[src/rtl/alu_issue_ctrl_if.sv]
// Upstream operation stream and downstream result stream of the ALU issue stage.
// master = producer/consumer side (testbench or pipeline), slave = alu_issue_ctrl.
interface alu_issue_ctrl_if #(
  parameter int WIDTH = 32
);
  logic             in_valid;
  logic             in_ready;
  logic [WIDTH-1:0] in_a;
  logic [WIDTH-1:0] in_b;
  logic [3:0]       in_op;

  logic             out_valid;
  logic             out_ready;
  logic [WIDTH-1:0] out_result;
  logic             out_zero;
  logic             out_overflow;
  logic [3:0]       out_op;
  logic             out_err;

  modport master (
    output in_valid, in_a, in_b, in_op, out_ready,
    input  in_ready, out_valid, out_result, out_zero, out_overflow, out_op, out_err
  );

  modport slave (
    input  in_valid, in_a, in_b, in_op, out_ready,
    output in_ready, out_valid, out_result, out_zero, out_overflow, out_op, out_err
  );
endinterface

[src/rtl/alu_issue_ctrl.sv]
// Issue/retire wrapper around a combinational ALU: operation FIFO, head-driven ALU
// inputs, registered result stage with illegal-op / divide-by-zero substitution.
module alu_issue_ctrl #(
  parameter int DEPTH = 4,
  parameter int WIDTH = 32,
  parameter int ERRW  = 8
) (
  input  logic             clk,
  input  logic             rst_n,
  alu_issue_ctrl_if.slave  io,
  output logic [WIDTH-1:0] alu_a,
  output logic [WIDTH-1:0] alu_b,
  output logic [3:0]       alu_op,
  input  logic [WIDTH-1:0] alu_result,
  input  logic             alu_zero,
  input  logic             alu_overflow,
  output logic [ERRW-1:0]  err_count
);

  localparam int AW = $clog2(DEPTH);
  localparam int CW = $clog2(DEPTH + 1);
  localparam logic [CW-1:0] FULL_CNT = CW'(DEPTH);
  localparam logic [3:0] OP_DIV = 4'b0011;
  localparam logic [3:0] OP_MAX = 4'b1001;

  logic [WIDTH-1:0] mem_a  [DEPTH];
  logic [WIDTH-1:0] mem_b  [DEPTH];
  logic [3:0]       mem_op [DEPTH];

  logic [AW-1:0] rd_ptr;
  logic [AW-1:0] wr_ptr;
  logic [CW-1:0] count;

  logic             out_valid_q;
  logic [WIDTH-1:0] out_result_q;
  logic             out_zero_q;
  logic             out_overflow_q;
  logic [3:0]       out_op_q;
  logic             out_err_q;
  logic [ERRW-1:0]  err_count_q;

  logic fifo_empty;
  logic push;
  logic pop;
  logic head_illegal;
  logic head_div0;
  logic err_load;

  assign fifo_empty  = (count == '0);
  // in_ready looks only at the registered count, so a full FIFO never admits
  // a push even when a pop happens on the same edge.
  assign io.in_ready = (count != FULL_CNT);
  assign push        = io.in_valid && io.in_ready;
  assign pop         = !fifo_empty && (!out_valid_q || io.out_ready);

  always_comb begin
    alu_a  = '0;
    alu_b  = '0;
    alu_op = 4'b0000;
    if (!fifo_empty) begin
      alu_a  = mem_a[rd_ptr];
      alu_b  = mem_b[rd_ptr];
      alu_op = mem_op[rd_ptr];
    end
  end

  assign head_illegal = (alu_op > OP_MAX);
  assign head_div0    = (alu_op == OP_DIV) && (alu_b == '0);
  assign err_load     = head_illegal || head_div0;

  always_ff @(posedge clk) begin
    if (push) begin
      mem_a[wr_ptr]  <= io.in_a;
      mem_b[wr_ptr]  <= io.in_b;
      mem_op[wr_ptr] <= io.in_op;
    end
  end

  always_ff @(posedge clk) begin
    if (!rst_n) begin
      rd_ptr <= '0;
      wr_ptr <= '0;
      count  <= '0;
    end else begin
      if (push) wr_ptr <= wr_ptr + AW'(1);
      if (pop)  rd_ptr <= rd_ptr + AW'(1);
      case ({push, pop})
        2'b10:   count <= count + CW'(1);
        2'b01:   count <= count - CW'(1);
        default: count <= count;
      endcase
    end
  end

  always_ff @(posedge clk) begin
    if (!rst_n) begin
      out_valid_q    <= 1'b0;
      out_result_q   <= '0;
      out_zero_q     <= 1'b0;
      out_overflow_q <= 1'b0;
      out_op_q       <= 4'b0000;
      out_err_q      <= 1'b0;
      err_count_q    <= '0;
    end else if (pop) begin
      out_valid_q <= 1'b1;
      out_op_q    <= alu_op;
      if (head_illegal) begin
        out_result_q   <= '0;
        out_zero_q     <= 1'b1;
        out_overflow_q <= 1'b0;
        out_err_q      <= 1'b1;
      end else if (head_div0) begin
        out_result_q   <= '1;
        out_zero_q     <= 1'b0;
        out_overflow_q <= 1'b0;
        out_err_q      <= 1'b1;
      end else begin
        out_result_q   <= alu_result;
        out_zero_q     <= alu_zero;
        out_overflow_q <= alu_overflow;
        out_err_q      <= 1'b0;
      end
      if (err_load && (err_count_q != '1)) err_count_q <= err_count_q + ERRW'(1);
    end else if (out_valid_q && io.out_ready) begin
      out_valid_q <= 1'b0;
    end
  end

  assign io.out_valid    = out_valid_q;
  assign io.out_result   = out_result_q;
  assign io.out_zero     = out_zero_q;
  assign io.out_overflow = out_overflow_q;
  assign io.out_op       = out_op_q;
  assign io.out_err      = out_err_q;
  assign err_count       = err_count_q;

endmodule

[src/flat_wrapper.sv]
// flat-port wrapper written by rule: the top's interface ports become plain ports
module alu_issue_ctrl_flat 
#(
  parameter int DEPTH = 4,
  parameter int WIDTH = 32,
  parameter int ERRW  = 8
)
  (clk, rst_n, alu_a, alu_b, alu_op, alu_result, alu_zero, alu_overflow, err_count, io_in_valid, io_in_a, io_in_b, io_in_op, io_out_ready, io_in_ready, io_out_valid, io_out_result, io_out_zero, io_out_overflow, io_out_op, io_out_err);
  alu_issue_ctrl_if #(.WIDTH(WIDTH)) io_i ();
  input  logic clk;
  input  logic rst_n;
  output logic [WIDTH-1:0] alu_a;
  output logic [WIDTH-1:0] alu_b;
  output logic [3:0] alu_op;
  input  logic [WIDTH-1:0] alu_result;
  input  logic alu_zero;
  input  logic alu_overflow;
  output logic [ERRW-1:0] err_count;
  input wire logic [$bits(io_i.in_valid)-1:0] io_in_valid;
  input wire logic [$bits(io_i.in_a)-1:0] io_in_a;
  input wire logic [$bits(io_i.in_b)-1:0] io_in_b;
  input wire logic [$bits(io_i.in_op)-1:0] io_in_op;
  input wire logic [$bits(io_i.out_ready)-1:0] io_out_ready;
  output wire logic [$bits(io_i.in_ready)-1:0] io_in_ready;
  output wire logic [$bits(io_i.out_valid)-1:0] io_out_valid;
  output wire logic [$bits(io_i.out_result)-1:0] io_out_result;
  output wire logic [$bits(io_i.out_zero)-1:0] io_out_zero;
  output wire logic [$bits(io_i.out_overflow)-1:0] io_out_overflow;
  output wire logic [$bits(io_i.out_op)-1:0] io_out_op;
  output wire logic [$bits(io_i.out_err)-1:0] io_out_err;
  assign io_i.in_valid = io_in_valid;
  assign io_i.in_a = io_in_a;
  assign io_i.in_b = io_in_b;
  assign io_i.in_op = io_in_op;
  assign io_i.out_ready = io_out_ready;
  assign io_in_ready = io_i.in_ready;
  assign io_out_valid = io_i.out_valid;
  assign io_out_result = io_i.out_result;
  assign io_out_zero = io_i.out_zero;
  assign io_out_overflow = io_i.out_overflow;
  assign io_out_op = io_i.out_op;
  assign io_out_err = io_i.out_err;
  alu_issue_ctrl #(.DEPTH(DEPTH), .WIDTH(WIDTH), .ERRW(ERRW)) u_core (.clk(clk), .rst_n(rst_n), .io(io_i), .alu_a(alu_a), .alu_b(alu_b), .alu_op(alu_op), .alu_result(alu_result), .alu_zero(alu_zero), .alu_overflow(alu_overflow), .err_count(err_count));
endmodule
[config.mk]
export PLATFORM = sky130hd
export DESIGN_NAME = alu_issue_ctrl_flat
export DESIGN_NICKNAME = d
export VERILOG_FILES = /design/src/rtl/alu_issue_ctrl_if.sv /design/src/rtl/alu_issue_ctrl.sv /design/src/flat_wrapper.sv
export SDC_FILE = /design/constraint.sdc
export NUM_CORES = 1
export LEC_CHECK = 0
export CORE_ASPECT_RATIO = 0.5
export CORE_UTILIZATION = 45
export CTS_CLUSTER_SIZE = 10
export DETAILED_ROUTE_END_ITERATION = 10
export GPL_ROUTABILITY_DRIVEN = 0
export PLACE_DENSITY = 0.7
export SYNTH_ARGS = -nofsm -noshare
export SYNTH_HDL_FRONTEND = slang
export SYNTH_SLANG_ARGS = --single-unit
export TNS_END_PERCENT = 5
[constraint.sdc]
create_clock -name clk -period 3.5 [get_ports clk]
set_input_delay 0.7 -clock clk [delete_from_list [all_inputs] [get_ports clk]]
set_output_delay 0.7 -clock clk [all_outputs]
set_load 0.01 [all_outputs]
## Yosys cells after proc, flatten, opt, wreduce, memory -nomap -nowiden

Memory sizes are Yosys's and may differ from the RTL's. A register that Yosys moved wholly into a read port is not among the register bits.
Index checks and enable logic that the tools add are counted.

| word-level totals | value |
|---|---|
| register bits | 55 |
| latch bits | 0 |
| RAM bits | 272 |
| ROM bits | 0 |
| memories | 3 |

| operators by class | value |
|---|---|
| $add $sub $neg | 5 |
| $mul | 0 |
| div/mod/pow operators | 0 |
| order comparisons | 1 |
| equality and inequality tests | 5 |
| shifts and indexed selects | 0 |
| multiplexer cells | 22 |
| bitwise gates (word level) | 0 |
| reduce and logical (&&, ||, !) cells | 14 |

Memories:

| name | words | bits a word | read ports | clocked after memory_dff | write ports | RTL line | text |
|---|---|---|---|---|---|---|---|
| u_core.mem_a | 4 | 32 | 1 | 1 | 1 | alu_issue_ctrl.sv:26 | `logic [WIDTH-1:0] mem_a [DEPTH];` |
| u_core.mem_b | 4 | 32 | 1 | 1 | 1 | alu_issue_ctrl.sv:27 | `logic [WIDTH-1:0] mem_b [DEPTH];` |
| u_core.mem_op | 4 | 4 | 1 | 1 | 1 | alu_issue_ctrl.sv:28 | `logic [3:0] mem_op [DEPTH];` |

Operators with widths:

| operator | number |
|---|---|
| 32-bit 2-to-1 mux | 4 |
| 32-bit zero test | 1 |
| 2-bit 2-to-1 mux | 6 |
| 1-bit 2-to-1 mux | 10 |
| 8-bit by 1-bit adder with 8-bit output, second input constant | 1 |
| 8-bit inequality test, second input constant | 1 |
| 3-bit one-hot mux with 2 select lines | 1 |
| 1-bit logical AND | 5 |
| 2-bit by 1-bit adder with 2-bit output, second input constant | 2 |
| 4-bit by 2-bit equality test with 1-bit output, second input constant | 1 |
| 4-bit greater-than comparator, second input constant | 1 |
| 4-bit 2-to-1 mux | 1 |
| 2-bit nonzero test | 2 |
| 3-bit by 1-bit adder with 3-bit output, second input constant | 1 |
| 3-bit zero test | 1 |
| 3-bit inequality test, second input constant | 1 |
| 3-bit by 1-bit subtractor with 3-bit output, second input constant | 1 |
| 2-bit by 1-bit equality test with 1-bit output, second input constant | 1 |
| 2-bit equality test, second input constant | 1 |
| 1-bit zero test | 2 |
| 1-bit logical OR | 2 |
| 2-bit AND reduction | 1 |

## Logic depth before layout (Yosys ltp)

| depth | value |
|---|---|
| word-level depth | 7 |
| depth in mapped cells | 11 |
| mapped depth without buffers | 10 |

## Worst setup path after synthesis

OpenSTA, ideal clock, no wires.

| path | value |
|---|---|
| path kind | register to output |
| from | register (tool-made name) |
| to | output alu_a[0] |
| arrival | 2.081 ns |
| slack | 0.719 ns |
| stages on the path, launching flop included | 7 |
| buffers on the path | 4 |
| path through | dfxtp_1 buf_2 buf_6 buf_4 buf_1 mux4_2 nor2b_1 |

RTL lines:

| item | RTL line | text |
|---|---|---|
| to (decl) | flat_wrapper.sv:12 | `output logic [WIDTH-1:0] alu_a;` |

==> impl_metrics.csv <==
group,metric,value,unit
outcome,status,"complete, no violations",
setup_path,required,2800,ps
power,ir_drop,549,µV
die,pin_count,223,
timing,rsz0062_at_grt,"no",
timing,slew-limit-headroom,54.1,%
power,p_leak,5.34,nW
routing,first_iter_violations,457,
logic_synthesis,synth_ff_type,"edfxtp_1",
min_path,hp-class,"flip-flop to flip-flop",
clock_tree,clock_sinks,329,
clock_tree,clk_pin_slew_worst_paths,60,ps
global_routing,grt_pass1_vias,7471,
placement,io_buffers,222,
routing,wirelength,27.1,mm
global_routing,overflow,0,
clock_tree,root_buffer,"clkbuf_16",
finish,fillers,1978,
logic_synthesis,yosysWarnings,0,
timing,worst_pin_slew,683,ps
logic_synthesis,synthMostInstantiatedCell,"edfxtp_1",
setup_path,critPathKind,"flip-flop to primary output",
finish,n_antenna_cell,0,
finish,finish.net_count,1081,
die,chipHeight,120,µm
setup_path,worst-path-max-fanout,34,
logic_synthesis,netlist_area,12600,µm²
logic_synthesis,synth_fp_nets,829,
setup_path,endpoint_kind,"primary output",
logic_synthesis,synth_common_cells,"272 x edfxtp_1, 68 x mux4_2, 68 x nor2b_1",
routing,vias,7073,
routing,via_per_inst,5.24,
placement,dp_slack,303,ps
timing,fmax,0.294,GHz
clock_tree,cts_buffers,38,
global_routing,grt_max_degree,65,
die,core_area,26900,µm²
routing,ant_nets,0,
timing,worst_slack,95.8,ps
clock_tree,cts_resized,0,
clock_tree,cts_tree,"yes",
die,die_area,28600,µm²
global_routing,grt_pass1_wl,42.1,mm
die,fp-row-count,42,
power,powerDensity,779,nW/µm²
clock_tree,cts.path.max_buffers,3,
flow_run,drv_cap,0,
setup_path,cp-start-kind,"flip-flop",
logic_synthesis,synthTopCellsByArea,"edfxtp_1 65%, mux4_2 12%, dfxtp_1 9.1%, nor2b_1 3.4%, nand2_1 1.5%",
logic_synthesis,synth_top_area_cell,"edfxtp_1",
global_routing,track_usage,19.4,%
logic_synthesis,yosys_register_bits,329,
timing,drv_slew,0,
timing,hold_viol,0,
logic_synthesis,seq_area_frac_synth,74.1,%
logic_synthesis,yosys.cell_types.count,39,
placement,hpwl,17.2,mm
timing,period_minus_slack,3400,ps
finish,layout-drive-gt1-share,15.0,%
timing,fin_skew,20.5,ps
routing,firstDrtPassIters,4,
logic_synthesis,synth_cells,716,
logic_synthesis,synthArstFlopShare,0,%
setup_path,worstPathArrival,2700,ps
timing,fin_worst_hold_slack,452,ps
clock_tree,htree_levels,2,
timing,fin_setup_tns,0,ps
logic_synthesis,postSynthAreaPerCell,17.6,µm²
timing,fin_crit_sh,97.3,%
finish,syn_to_final_growth,30.9,%
routing,drc,0,
logic_synthesis,synth_edf_count,272,
clock_tree,clock_latency,530,ps
timing,setup_viol,0,
die,die_w,238,µm
global_routing,antenna_found_initial,1,
die,start_util,46.7,%
routing,wl_per_cell,20.1,µm
logic_synthesis,yosysTopAreaCellShare,65.0,%
-- routing by layer --
metal,share of wire (%),vias to the layer above,GRT usage [%]
li1,-,3243,-
met1,42,3590,24.7
met2,52,194,34.0
met3,4.9,44,4.11
met4,1.8,2,5.21
met5,0.041,-,0
-- report_power, final --
group          leakage [nW]  internal [mW]  switching, mW
Sequential             2.96           4.85          0.256
Combinational          1.88           2.24           2.08
Clock                 0.496           1.97           1.43
Total                  5.34           9.05           3.76
-- registers in the layout, indices dropped and copies added (netlist names), named ones only --
signal,cells
u_core.mem_a,128
u_core.mem_b,128
u_core.io.out_result,32
u_core.mem_op,16
u_core.err_count,8
u_core.io.out_op,4
u_core.count,3
u_core.rd_ptr,2
u_core.wr_ptr,2
u_core.io.out_err,1
u_core.io.out_overflow,1
u_core.io.out_valid,1
u_core.io.out_zero,1
-- metrics by stage --
step	instances	instance area, µm²	util [%]	power [mW]
4_1_cts	1352	16500	61.2	13.0
3_3_place_gp	1301	15400	57.3	9.49
6_report	1351	16400	61.1	12.8
5_1_grt	1351	16400	61.1	13.4
3_5_place_dp	1301	15400	57.3	9.55
2_1_floorplan	716	12600	-	7.34
-- timing repair --
action,CTS,global route
pin swaps,0,0
hold buffers,0,0
endpoints found under the setup margin,31,1
buffers inserted,2,0
-- layout by cell type, fill, tap and decap left out, types with 11 or more instances in the layout --
cell type,netlist,routed
nand2_1,49,49
dfxtp_1,57,55
mux4_2,68,68
clkdlybuf4s50_1,0,222
nor2b_1,68,68
edfxtp_1,272,272
a21oi_1,11,11
buf_4,2,19
clkbuf_16,0,38
o21ai_0,31,31
nor2_1,41,40
-- logic make-up (layout without fill, tap and decap cells) --
kind of cell	count (synthesis)	in the layout	share of synthesized area [%]
AOI/OAI and AO/OA	57	57	2.49
xor gates and xnor gates	5	5	0.348
adders and majority gates	7	7	0.757
buffers and inverters	44	305	1.49
DFF	329	329	74.1
muxes	71	71	12.4
and+or+nand+nor	203	203	8.42
-- final cells by class --
cell class                 count  area, µm²  area share (%)
clock buffer                  47        985            5.99
tap                          374        468            2.85
clock inverter                 2       36.3           0.221
multi-input combinational    343       3110            18.9
timing repair buffer         248       2500            15.2
inverter                       8       30.0           0.183
sequential                   329       9320            56.6
-- critical path, cell delays in order (launching register included) --
cell and delay, ps:
dfxtp_4 690, buf_4 410, mux4_2 260, nor2b_1 220, clkdlybuf4s50_1 590
-- path summary, 6_finish.rpt --
check	end	from	slack (ps)	cells past startpoint
setup / recovery	alu_a[13]	flip-flop	100	4
hold / removal	u_core.io.out_result[25]$_SDFFE_PN0P_	u_core.io.out_result[25]$_SDFFE_PN0P_	450	2
setup reg to reg	u_core.err_count[7]$_SDFFE_PN0P_	flip-flop	210	7
hold reg to reg	u_core.io.out_result[25]$_SDFFE_PN0P_	u_core.io.out_result[25]$_SDFFE_PN0P_	450	2
No activity file was read; power rests on OpenSTA's default activity.
